File: config.mk
export PLATFORM = sky130hd
export DESIGN_NAME = vga_timing_counter
export DESIGN_NICKNAME = d
export VERILOG_FILES = /design/src/rtl/vga_timing_pkg.sv /design/src/rtl/vga_axis_counter.sv /design/src/rtl/vga_timing_counter.sv
export SDC_FILE = /design/constraint.sdc
export NUM_CORES = 1
export LEC_CHECK = 0
export ABC_AREA = 1
export CORE_MARGIN = 1.5
export CORE_UTILIZATION = 59
export DETAILED_ROUTE_END_ITERATION = 8
export PLACE_DENSITY = 0.85
export RECOVER_POWER = 25
export REMOVE_ABC_BUFFERS = 1
export SYNTH_ARGS = -nofsm -noshare
export SYNTH_HDL_FRONTEND = slang
export SYNTH_SLANG_ARGS = --single-unit
export TNS_END_PERCENT = 1
File: constraint.sdc
create_clock -name clk -period 4.05 [get_ports clk]
set_clock_uncertainty 0.15 [all_clocks]
set_input_delay 0.405 -clock clk [delete_from_list [all_inputs] [get_ports clk]]
set_output_delay 0.405 -clock clk [all_outputs]
set_load 0.01 [all_outputs]
File: src/rtl/vga_timing_pkg.sv
// Shared definitions for the VGA raster timing generator: default
// 640x480@60 segment lengths, counter width, scan phase type and a helper
// that sums the four segments of one axis.
package vga_timing_pkg;

  localparam int CNT_W     = 11;
  localparam int MAX_TOTAL = 2048;

  localparam int H_VIS_DEF  = 640;
  localparam int H_FP_DEF   = 16;
  localparam int H_SYNC_DEF = 96;
  localparam int H_BP_DEF   = 48;

  localparam int V_VIS_DEF  = 480;
  localparam int V_FP_DEF   = 10;
  localparam int V_SYNC_DEF = 2;
  localparam int V_BP_DEF   = 33;

  typedef enum logic [1:0] {
    VISIBLE = 2'd0,
    FRONT   = 2'd1,
    SYNC    = 2'd2,
    BACK    = 2'd3
  } phase_t;

  function automatic int seg_total(input int vis, input int fp, input int sp, input int bp);
    return vis + fp + sp + bp;
  endfunction

endpackage

File: src/rtl/vga_axis_counter.sv
// One raster axis: position counter that wraps at the axis total, a phase
// FSM walking VISIBLE -> FRONT -> SYNC -> BACK, a registered sync output
// that lines up with the count, and a combinational wrap strobe that tells
// the next axis (or the frame logic) that this axis is rolling over.
module vga_axis_counter
  import vga_timing_pkg::*;
#(
  parameter int   SEG_VIS  = H_VIS_DEF,
  parameter int   SEG_FP   = H_FP_DEF,
  parameter int   SEG_SP   = H_SYNC_DEF,
  parameter int   SEG_BP   = H_BP_DEF,
  parameter logic SYNC_POL = 1'b0
) (
  input  logic             clk,
  input  logic             rst,
  input  logic             step,
  output logic [CNT_W-1:0] cnt,
  output logic             sync,
  output logic             wrap
);

  localparam int TOTAL = seg_total(SEG_VIS, SEG_FP, SEG_SP, SEG_BP);

  // Reject degenerate or oversized timings at elaboration
  if (SEG_VIS <= 0 || SEG_FP <= 0 || SEG_SP <= 0 || SEG_BP <= 0) begin : g_bad_segment
    $fatal(1, "vga_axis_counter: every segment length must be positive");
  end
  if (TOTAL > MAX_TOTAL) begin : g_bad_total
    $fatal(1, "vga_axis_counter: axis total exceeds counter range");
  end

  localparam logic [CNT_W-1:0] LAST_CNT   = CNT_W'(TOTAL - 1);
  localparam logic [CNT_W-1:0] FRONT_CNT  = CNT_W'(SEG_VIS);
  localparam logic [CNT_W-1:0] SYNC_CNT   = CNT_W'(SEG_VIS + SEG_FP);
  localparam logic [CNT_W-1:0] BACK_CNT   = CNT_W'(SEG_VIS + SEG_FP + SEG_SP);
  localparam logic [CNT_W-1:0] ZERO_CNT   = {CNT_W{1'b0}};

  logic [CNT_W-1:0] cnt_r;
  logic [CNT_W-1:0] next_cnt_s;
  logic             at_last_s;
  phase_t           phase_r;
  phase_t           phase_next_s;
  logic             sync_r;

  // Next position, wrapping to zero after the last count of the axis
  always_comb begin
    at_last_s = (cnt_r == LAST_CNT);
    if (at_last_s) begin
      next_cnt_s = ZERO_CNT;
    end else begin
      next_cnt_s = cnt_r + CNT_W'(1);
    end
  end

  // Phase FSM keyed on the position the counter is about to take
  always_comb begin
    phase_next_s = phase_r;
    case (phase_r)
      VISIBLE: begin
        if (next_cnt_s == FRONT_CNT) phase_next_s = FRONT;
        else                         phase_next_s = VISIBLE;
      end
      FRONT: begin
        if (next_cnt_s == SYNC_CNT) phase_next_s = SYNC;
        else                        phase_next_s = FRONT;
      end
      SYNC: begin
        if (next_cnt_s == BACK_CNT) phase_next_s = BACK;
        else                        phase_next_s = SYNC;
      end
      BACK: begin
        if (next_cnt_s == ZERO_CNT) phase_next_s = VISIBLE;
        else                        phase_next_s = BACK;
      end
      default: phase_next_s = VISIBLE;
    endcase
  end

  // Counter, phase and sync all update together so sync has no lag vs count
  always_ff @(posedge clk or posedge rst) begin
    if (rst) begin
      cnt_r   <= ZERO_CNT;
      phase_r <= VISIBLE;
      sync_r  <= ~SYNC_POL;
    end else if (step) begin
      cnt_r   <= next_cnt_s;
      phase_r <= phase_next_s;
      sync_r  <= (phase_next_s == SYNC) ? SYNC_POL : ~SYNC_POL;
    end else begin
      cnt_r   <= cnt_r;
      phase_r <= phase_r;
      sync_r  <= sync_r;
    end
  end

  assign cnt  = cnt_r;
  assign sync = sync_r;
  assign wrap = step & at_last_s;

endmodule

File: src/rtl/vga_timing_counter.sv
// VGA raster timing generator: horizontal/vertical position, sync pulses and
// line/frame start strobes, advancing one pixel per clock while PIX_EN is high.
// Optional feature: define VGA_TIMING_FRAME_COUNT_EN to add a 16-bit frame
// counter output FRAME_CNT that increments with every FRAME_START.
module vga_timing_counter
  import vga_timing_pkg::*;
#(
  parameter int   HORIZONTAL_VISIBLE_AREA = H_VIS_DEF,
  parameter int   HORIZONTAL_FRONT_PORCH  = H_FP_DEF,
  parameter int   HORIZONTAL_SYNC_PULSE   = H_SYNC_DEF,
  parameter int   HORIZONTAL_BACK_PORCH   = H_BP_DEF,
  parameter int   VERTICAL_VISIBLE_AREA   = V_VIS_DEF,
  parameter int   VERTICAL_FRONT_PORCH    = V_FP_DEF,
  parameter int   VERTICAL_SYNC_PULSE     = V_SYNC_DEF,
  parameter int   VERTICAL_BACK_PORCH     = V_BP_DEF,
  parameter logic SYNC_POLARITY           = 1'b0
) (
  input  logic             clk,
  input  logic             rst,
  input  logic             PIX_EN,
  output logic [CNT_W-1:0] HCNT,
  output logic [CNT_W-1:0] VCNT,
  output logic             HSYNC,
  output logic             VSYNC,
  output logic             LINE_START,
`ifdef VGA_TIMING_FRAME_COUNT_EN
  output logic             FRAME_START,
  output logic [15:0]      FRAME_CNT
`else
  output logic             FRAME_START
`endif
);

  logic h_wrap_s;
  logic v_wrap_s;
  logic line_start_r;
  logic frame_start_r;

  vga_axis_counter #(
    .SEG_VIS  (HORIZONTAL_VISIBLE_AREA),
    .SEG_FP   (HORIZONTAL_FRONT_PORCH),
    .SEG_SP   (HORIZONTAL_SYNC_PULSE),
    .SEG_BP   (HORIZONTAL_BACK_PORCH),
    .SYNC_POL (SYNC_POLARITY)
  ) u_h_axis (
    .clk  (clk),
    .rst  (rst),
    .step (PIX_EN),
    .cnt  (HCNT),
    .sync (HSYNC),
    .wrap (h_wrap_s)
  );

  // The vertical axis only moves on the pixel that ends a line
  vga_axis_counter #(
    .SEG_VIS  (VERTICAL_VISIBLE_AREA),
    .SEG_FP   (VERTICAL_FRONT_PORCH),
    .SEG_SP   (VERTICAL_SYNC_PULSE),
    .SEG_BP   (VERTICAL_BACK_PORCH),
    .SYNC_POL (SYNC_POLARITY)
  ) u_v_axis (
    .clk  (clk),
    .rst  (rst),
    .step (h_wrap_s),
    .cnt  (VCNT),
    .sync (VSYNC),
    .wrap (v_wrap_s)
  );

  // Strobes are high only on the clock right after a wrap, cleared otherwise
  always_ff @(posedge clk or posedge rst) begin
    if (rst) begin
      line_start_r  <= 1'b0;
      frame_start_r <= 1'b0;
    end else begin
      line_start_r  <= h_wrap_s;
      frame_start_r <= v_wrap_s;
    end
  end

  assign LINE_START  = line_start_r;
  assign FRAME_START = frame_start_r;

`ifdef VGA_TIMING_FRAME_COUNT_EN
  logic [15:0] frame_cnt_r;

  // Free-running frame count, rolls over naturally at 16 bits
  always_ff @(posedge clk or posedge rst) begin
    if (rst) begin
      frame_cnt_r <= 16'd0;
    end else if (v_wrap_s) begin
      frame_cnt_r <= frame_cnt_r + 16'd1;
    end else begin
      frame_cnt_r <= frame_cnt_r;
    end
  end

  assign FRAME_CNT = frame_cnt_r;
`endif

endmodule

==> impl_results.md, run 1 <==
* Status: finished clean
* Post-synth ARST share at 100.0%
* Core area at 0.003390 mm^2
* PwrDens at 380.4 mW/mm^2
* Hold buffer count at cts at 0
* CTS tree: built
* Non-Filler Instances at 409
* Diode count at 0
* Initial antenna violation count at 0
* Clk buf depth at 2
* Primary FF master, synth: dfrtp_1
* First-pass GRT wire length at 7955 um
* Total GRT Usage at 25.17%
* Worst-margin pin slew at 1.119 ns
* EDFF count, synth at 0
* Reg clk slew, reported paths at 0.09 ns
* Finished Cell Area at 0.002495 mm^2
* Global route overflow at 0
* FILL cells at 294
* Max-cap violations at 0
* Final setup TNS at 0 ns
* Synth top area cells: dfrtp_1 33%, nand2_1 19%, inv_1 9.9%
* Vert. Die Dim at 62.96 um
* Placed Cells at 401
* Hpwl dp at 3520 um
* Period utilization at 56.16%
* Slew HR at 25.31%
* Maximum operating frequency at 439.7 MHz
* Port-buffer cells at 28
* Synth area leader: dfrtp_1
* Via density at 5.108
* Nets@finish at 369
* DRT Pass-1 Iters at 5
* Syn Inst Count at 332
* Req. time, crit path at 4.08 ns
* Area growth syn-to-layout at 17.64%
* Vias at 2,089
* Seq cells post-synth at 30
* Synth warnings at 0
* Unique cell type count in the Yosys netlist at 22
* Final WL at 4594 um
* GP Congestion at 0.8768
* Peak VDD IR at 0.3009 mV
* Resized Gates After CTS at 0
* HP Class: flip-flop to flip-flop
* Post-synthesis sequential area ratio at 35.52%
* Final core occ at 73.61%
* Vias in the first global route at 1,838
* Critical-path maximum fanout at 8
* Critical Path Start Type: flip-flop
* Drt drc at 0
* Cell area after synthesis at 0.002121 mm^2
* Setup Buffers After CTS at 0
* Full die area at 0.003963 mm^2
* Remaining antenna violation count after routing at 0
* Yosys top cell area share at 33.04%
* Share of layout cells above drive strength 1 at 7.163%
* Mapped Avg Cell Area at 6.388 um^2
* Initial DRC Count at 178
* Crit Path Category: flip-flop to flip-flop
* Initial Util at 62.57%
* Final Max Slew Viols at 0
* Clock sink count at 30
* H-tree levels at 2
* Setup violators final at 0
* Largest net degree at the start of global routing at 31
* Pleak at 1.288 nW
* RSZ-0062 raised after global routing: false
* Final hold violations at 0
* Placement Cell Area at 0.002435 mm^2
* Crit end category: flip-flop
* Clock latency at the later pin of the worst-skew pair at 0.33 ns
* Routed wire per std cell at 11.23 um
* Clock Tree Root: clkbuf_4
* Period minus WS final at 2.275 ns
* Data arrival time of the worst path at 2.31 ns
* # rows at 21
* Total CTS buffers at 5
* WHS at 0.3484 ns
* Ports at 29
* Die Wd at 62.96 um
-- cell type report --
type                    instances  area, um^2  area share [%]
multi-input cells             241        1134           45.44
flip-flops and latches         30       753.2           30.19
repair buffers                 28       280.3           11.23
inverters                      56       210.2           8.425
well taps                      46       57.56           2.307
clock buffers                   7       55.05           2.207
clock inverters                 1       5.005          0.2006
-- worst paths after layout --
kind	startpoint	to	slack, ns	cells after the start
min	u_h_axis.sync$_DFFE_PP1P_	u_h_axis.sync$_DFFE_PP1P_	0.35	2
min reg2reg	u_h_axis.sync$_DFFE_PP1P_	u_h_axis.sync$_DFFE_PP1P_	0.35	2
max	u_v_axis.cnt[0]$_DFFE_PP0P_	u_v_axis.phase_r[0]$_DFFE_PP0P_	1.78	13
max reg2reg	u_v_axis.cnt[0]$_DFFE_PP0P_	u_v_axis.phase_r[0]$_DFFE_PP0P_	1.78	13
max in group asynchronous	rst	u_v_axis.cnt[9]$_DFFE_PP0P_	2.42	2
min in group asynchronous	rst	u_h_axis.cnt[3]$_DFFE_PP0P_	0.65	2
-- metrics by stage --
stage	setup slack, ns	power, mW
after global routing	1.596	1.024
final	1.775	0.9490
after floorplan	2.122	0.6328
after global placement	1.755	0.7614
after detailed placement	1.631	0.7681
after CTS	1.783	0.9500
-- flip-flops by register name, summed over array words and instances, names as in the netlist --
signal / flops
u_v_axis.phase_r: 2
u_v_axis.sync: 1
FRAME_START: 1
u_v_axis.cnt: 11
LINE_START: 1
u_h_axis.sync: 1
u_h_axis.cnt: 11
u_h_axis.phase_r: 2
-- cell families (layout without fill, tap and decap cells) --
| family | Yosys count | in the layout | share of synthesized area [%] |
|---|---|---|---|
| buffers and inverters | 61 | 92 | 11.03 |
| DFF | 30 | 30 | 35.52 |
| adders and majority gates | 4 | 4 | 2.360 |
| AOI/OAI and AO/OA | 33 | 33 | 7.787 |
| xor gates and xnor gates | 2 | 2 | 0.8261 |
| and+or+nand+nor | 202 | 202 | 42.48 |
-- metal layers --
| metal | share of wire [%] | GRT usage [%] | up-vias |
|---|---|---|---|
| met5 | 0 | 0 | - |
| met4 | 0.87 | 7.778 | 0 |
| met3 | 5.1 | 5.225 | 6 |
| met2 | 44 | 37.90 | 52 |
| met1 | 50 | 36.32 | 935 |
| li1 | - | - | 1096 |
-- cells in the mapped netlist, types with 2 or more instances --
master,number
xor2_1,2
dfstp_2,2
ha_1,4
nand2_1,106
nor2_4,3
nand3_1,32
inv_1,56
clkbuf_1,3
o21ai_0,29
nor2_2,6
dfrtp_1,28
nand2_2,4
nand3_2,2
nand4_1,8
a21oi_1,3
nor2_1,38
-- worst max-delay path, cell delays in order, from the launching register on --
cell and delay [ns]:
dfrtp_1 0.45, inv_1 0.15, ha_1 0.19, nand3_1 0.12, inv_1 0.07, nand2_1 0.17
nand3_1 0.20, inv_1 0.07, nor2_2 0.18, nand2_1 0.07, nand2_1 0.08, nand3_1 0.08
nand2_1 0.05, o21ai_0 0.09
-- where the power goes --
group | internal (mW) | leakage (nW) | total, mW | switching, mW
clock | 0.0840 | 0.0353 | 0.184 | 0.0999
combinational | 0.149 | 0.883 | 0.345 | 0.196
sequential | 0.349 | 0.370 | 0.420 | 0.0708
-- placed cells by master (no fill, tap or decap), types with 2 or more instances in the layout --
| cell | n |
|---|---|
| inv_1 | 56 |
| nand4_1 | 8 |
| nor2_4 | 3 |
| nand2_2 | 4 |
| dlygate4sd3_1 | 2 |
| nor2_1 | 38 |
| a21oi_1 | 3 |
| nor2_2 | 6 |
| xor2_1 | 2 |
| nand3_1 | 32 |
| ha_1 | 4 |
| o21ai_0 | 29 |
| nand3_2 | 2 |
| clkdlybuf4s50_1 | 26 |
| nand2_1 | 106 |
| dfstp_2 | 2 |
| clkbuf_4 | 5 |
| dfrtp_1 | 28 |
No activity file was read; power rests on OpenSTA's default activity.
==> run 2: changes to the inputs <==
--- a/config.mk
+++ b/config.mk
@@ -7,9 +7,9 @@
 export LEC_CHECK = 0
 export ABC_AREA = 1
 export CORE_MARGIN = 1.5
-export CORE_UTILIZATION = 59
+export CORE_UTILIZATION = 55
 export DETAILED_ROUTE_END_ITERATION = 8
-export PLACE_DENSITY = 0.85
+export PLACE_DENSITY = 0.8
 export RECOVER_POWER = 25
 export REMOVE_ABC_BUFFERS = 1
 export SYNTH_ARGS = -nofsm -noshare
==> constraint.sdc (replaced) <==
create_clock -name clk -period 2.31 [get_ports clk]
set_clock_uncertainty 0.15 [all_clocks]
set_input_delay 0.231 -clock clk [delete_from_list [all_inputs] [get_ports clk]]
set_output_delay 0.231 -clock clk [all_outputs]
set_load 0.01 [all_outputs]
==> run 2 against run 1 <==
Against the previous run:
- critical path depth stayed put
- critical path type unchanged
- core utilization is 3.9 points lower
- final area is 3.1% higher
- largest cell class unchanged
- highest routed layer unchanged
==> impl_results.md, run 2 (synthesis results as in run 1) <==
* Core area at 0.003689 mm^2 (+8.8%)
* Cell Chain, Critical Path: inv_1 > ha_1 > nand3_1 > inv_1 > nand2_2 > nand3_1 > inv_1 > nor2_2 > nand2_1 > nand2_1 > nand3_1 > nand2_1 > o21ai_0
* Total CTS buffers at 5 (unchanged)
* Reg clk slew, reported paths at 0.07 ns (-0.02 ns)
* Hpwl dp at 3805 um (+8.1%)
* Final Max Slew Viols at 0 (unchanged)
* RSZ-0062 raised after global routing: false
* Setup violators final at 0 (unchanged)
* Net Switching at 687.9 uW (+87%)
* Share of power burned in registers at 41.6% (-2.7 points)
* Crit Path Category: flip-flop to flip-flop
* Slew HR at 49.18% (+24 points)
* Crit end category: flip-flop
* Slowest cell delay on critical path at 0.44 ns (about the same)
* Vias in the first global route at 1,859 (+1.1%)
* Pint at 1.094 mW (+88%)
* Combinational Power Share at 35.1% (-1.2 points)
* Total GRT Usage at 25.50% (+0.32 points)
* Worst-margin pin slew at 0.7623 ns (-0.3569 ns)
* Clock Tree Root: clkbuf_8
* Final hold violations at 0 (unchanged)
* Full die area at 0.004237 mm^2 (+6.9%)
* Critical-path maximum fanout at 8 (unchanged)
* Ports at 29 (unchanged)
* # rows at 22 (+4.8%)
* First-pass GRT wire length at 8362 um (+5.1%)
* HP Class: flip-flop to flip-flop
* Vert. Die Dim at 65.10 um (+3.4%)
* Vias at 2,146 (+2.7%)
* Commonest cells after routing, fill and taps aside: 105 x nand2_1, 56 x inv_1, 38 x nor2_1
* Die Wd at 65.10 um (+3.4%)
* Share of layout cells above drive strength 1 at 9.485% (+2.3 points)
* GP Congestion at 0.9380 (+7.0%)
* Remaining antenna violation count after routing at 0 (unchanged)
* Clock sink count at 30 (unchanged)
* Sw Ratio at 38.61% (-0.056 points)
* Drt drc at 0 (unchanged)
* CTS tree: built
* Slowest stage cell, crit path: dfrtp_1
* Global route overflow at 0 (unchanged)
* Area growth syn-to-layout at 21.24%
* Period minus WS final at 2.092 ns (-0.1827 ns)
* Hold buffer count at cts at 0 (unchanged)
* Diode count at 0 (unchanged)
* Max-cap violations at 0 (unchanged)
* H-tree levels at 2 (unchanged)
* Clk buf depth at 2 (unchanged)
* Peak VDD IR at 0.4720 mV (+57%)
* Final WL at 5055 um (+10%)
* Status: finished clean
* Initial Util at 57.50% (-5.1 points)
* Clock latency at the later pin of the worst-skew pair at 0.29 ns (-0.04 ns)
* Most common cell after layout, fill and taps aside: nand2_1
* WHS at 0.3370 ns (-0.01147 ns)
* PwrDens at 692.9 mW/mm^2 (+82%)
* Final setup TNS at 0 ns (unchanged)
* Largest net degree at the start of global routing at 31 (unchanged)
* Clk pwr share at 23.2% (+3.8 points)
* Nets@finish at 375 (+1.6%)
* Via density at 5.146 (+0.76%)
* Initial antenna violation count at 0 (unchanged)
* Period utilization at 90.55% (+34 points)
* Pleak at 1.327 nW (+3.0%)
* Routed wire per std cell at 12.12 um (+7.9%)
* Req. time, crit path at 2.33 ns (-1.75 ns)
* Port-buffer cells at 28 (unchanged)
* Data arrival time of the worst path at 2.11 ns (-0.20 ns)
* Initial DRC Count at 209 (+17%)
* Maximum operating frequency at 478.1 MHz (+8.7%)
* DRT Pass-1 Iters at 5 (unchanged)
* Critical Path Start Type: flip-flop
==> run 2: layout make-up <==
type / instances / area, um^2
fillers: 341 / 1117
repair buffers: 34 / 322.8
clock buffers: 6 / 72.57
multi-input cells: 241 / 1141
inverters: 56 / 210.2
clock inverters: 2 / 10.01
well taps: 48 / 60.06
flip-flops and latches: 30 / 754.5
==> run 2: metal layers <==
layer	vias up	wire, um	GRT usage (%)
met5	-	0	0
met4	0	52	7.813
met3	6	326	6.164
met2	81	2152	38.40
met1	953	2524	36.42
li1	1106	-	-
==> run 2: timing repair <==
action | 4_1_cts | 5_1_grt
resized for setup | 0 | 3
setup buffers | 0 | 0
setup endpoints to repair | 0 | 6
==> run 2: power by group through the flow <==
stage | logic, mW | clock network [mW] | registers [mW]
after floorplan | 0.354 | 0 | 0.756
after global placement | 0.612 | 0 | 0.742
after detailed placement | 0.621 | 0 | 0.746
after CTS | 0.623 | 0.427 | 0.736
after global routing | 0.709 | 0.440 | 0.754
final | 0.626 | 0.414 | 0.742
==> run 2: worst max-delay path, delay by kind of cell (launching register included) <==
| family | cells | cell delay [ns] |
|---|---|---|
| simple gates | 8 | 0.82 |
| flops | 1 | 0.44 |
| compound gates | 1 | 0.06 |
| buf+inv | 3 | 0.31 |
| fa+ha+maj | 1 | 0.18 |
==> run 2: stage by stage <==
step | util, % | instance area (um^2) | std cells | setup WS (ns) | power (mW)
CTS | 69.54 | 2565 | 417 | 0.1543 | 1.786
floorplan | - | 2097 | 327 | 0.3820 | 1.109
global placement | 67.30 | 2482 | 409 | 0.2191 | 1.354
detailed placement | 67.30 | 2482 | 409 | 0.1719 | 1.366
global route | 69.71 | 2571 | 417 | 0.02655 | 1.904
finish | 69.71 | 2571 | 417 | 0.2182 | 1.782
==> run 2: worst paths after layout <==
kind | startpoint | end | slack [ns] | cells after the start
setup / recovery | u_v_axis.cnt[0]$_DFFE_PP0P_ | u_v_axis.phase_r[0]$_DFFE_PP0P_ | 0.22 | 13
hold / removal | u_v_axis.sync$_DFFE_PP1P_ | u_v_axis.sync$_DFFE_PP1P_ | 0.34 | 2
setup reg to reg | u_v_axis.cnt[0]$_DFFE_PP0P_ | u_v_axis.phase_r[0]$_DFFE_PP0P_ | 0.22 | 13
hold reg to reg | u_v_axis.sync$_DFFE_PP1P_ | u_v_axis.sync$_DFFE_PP1P_ | 0.34 | 2
max in group asynchronous | rst | u_h_axis.cnt[1]$_DFFE_PP0P_ | 1.03 | 3
min in group asynchronous | rst | u_h_axis.cnt[6]$_DFFE_PP0P_ | 0.45 | 3
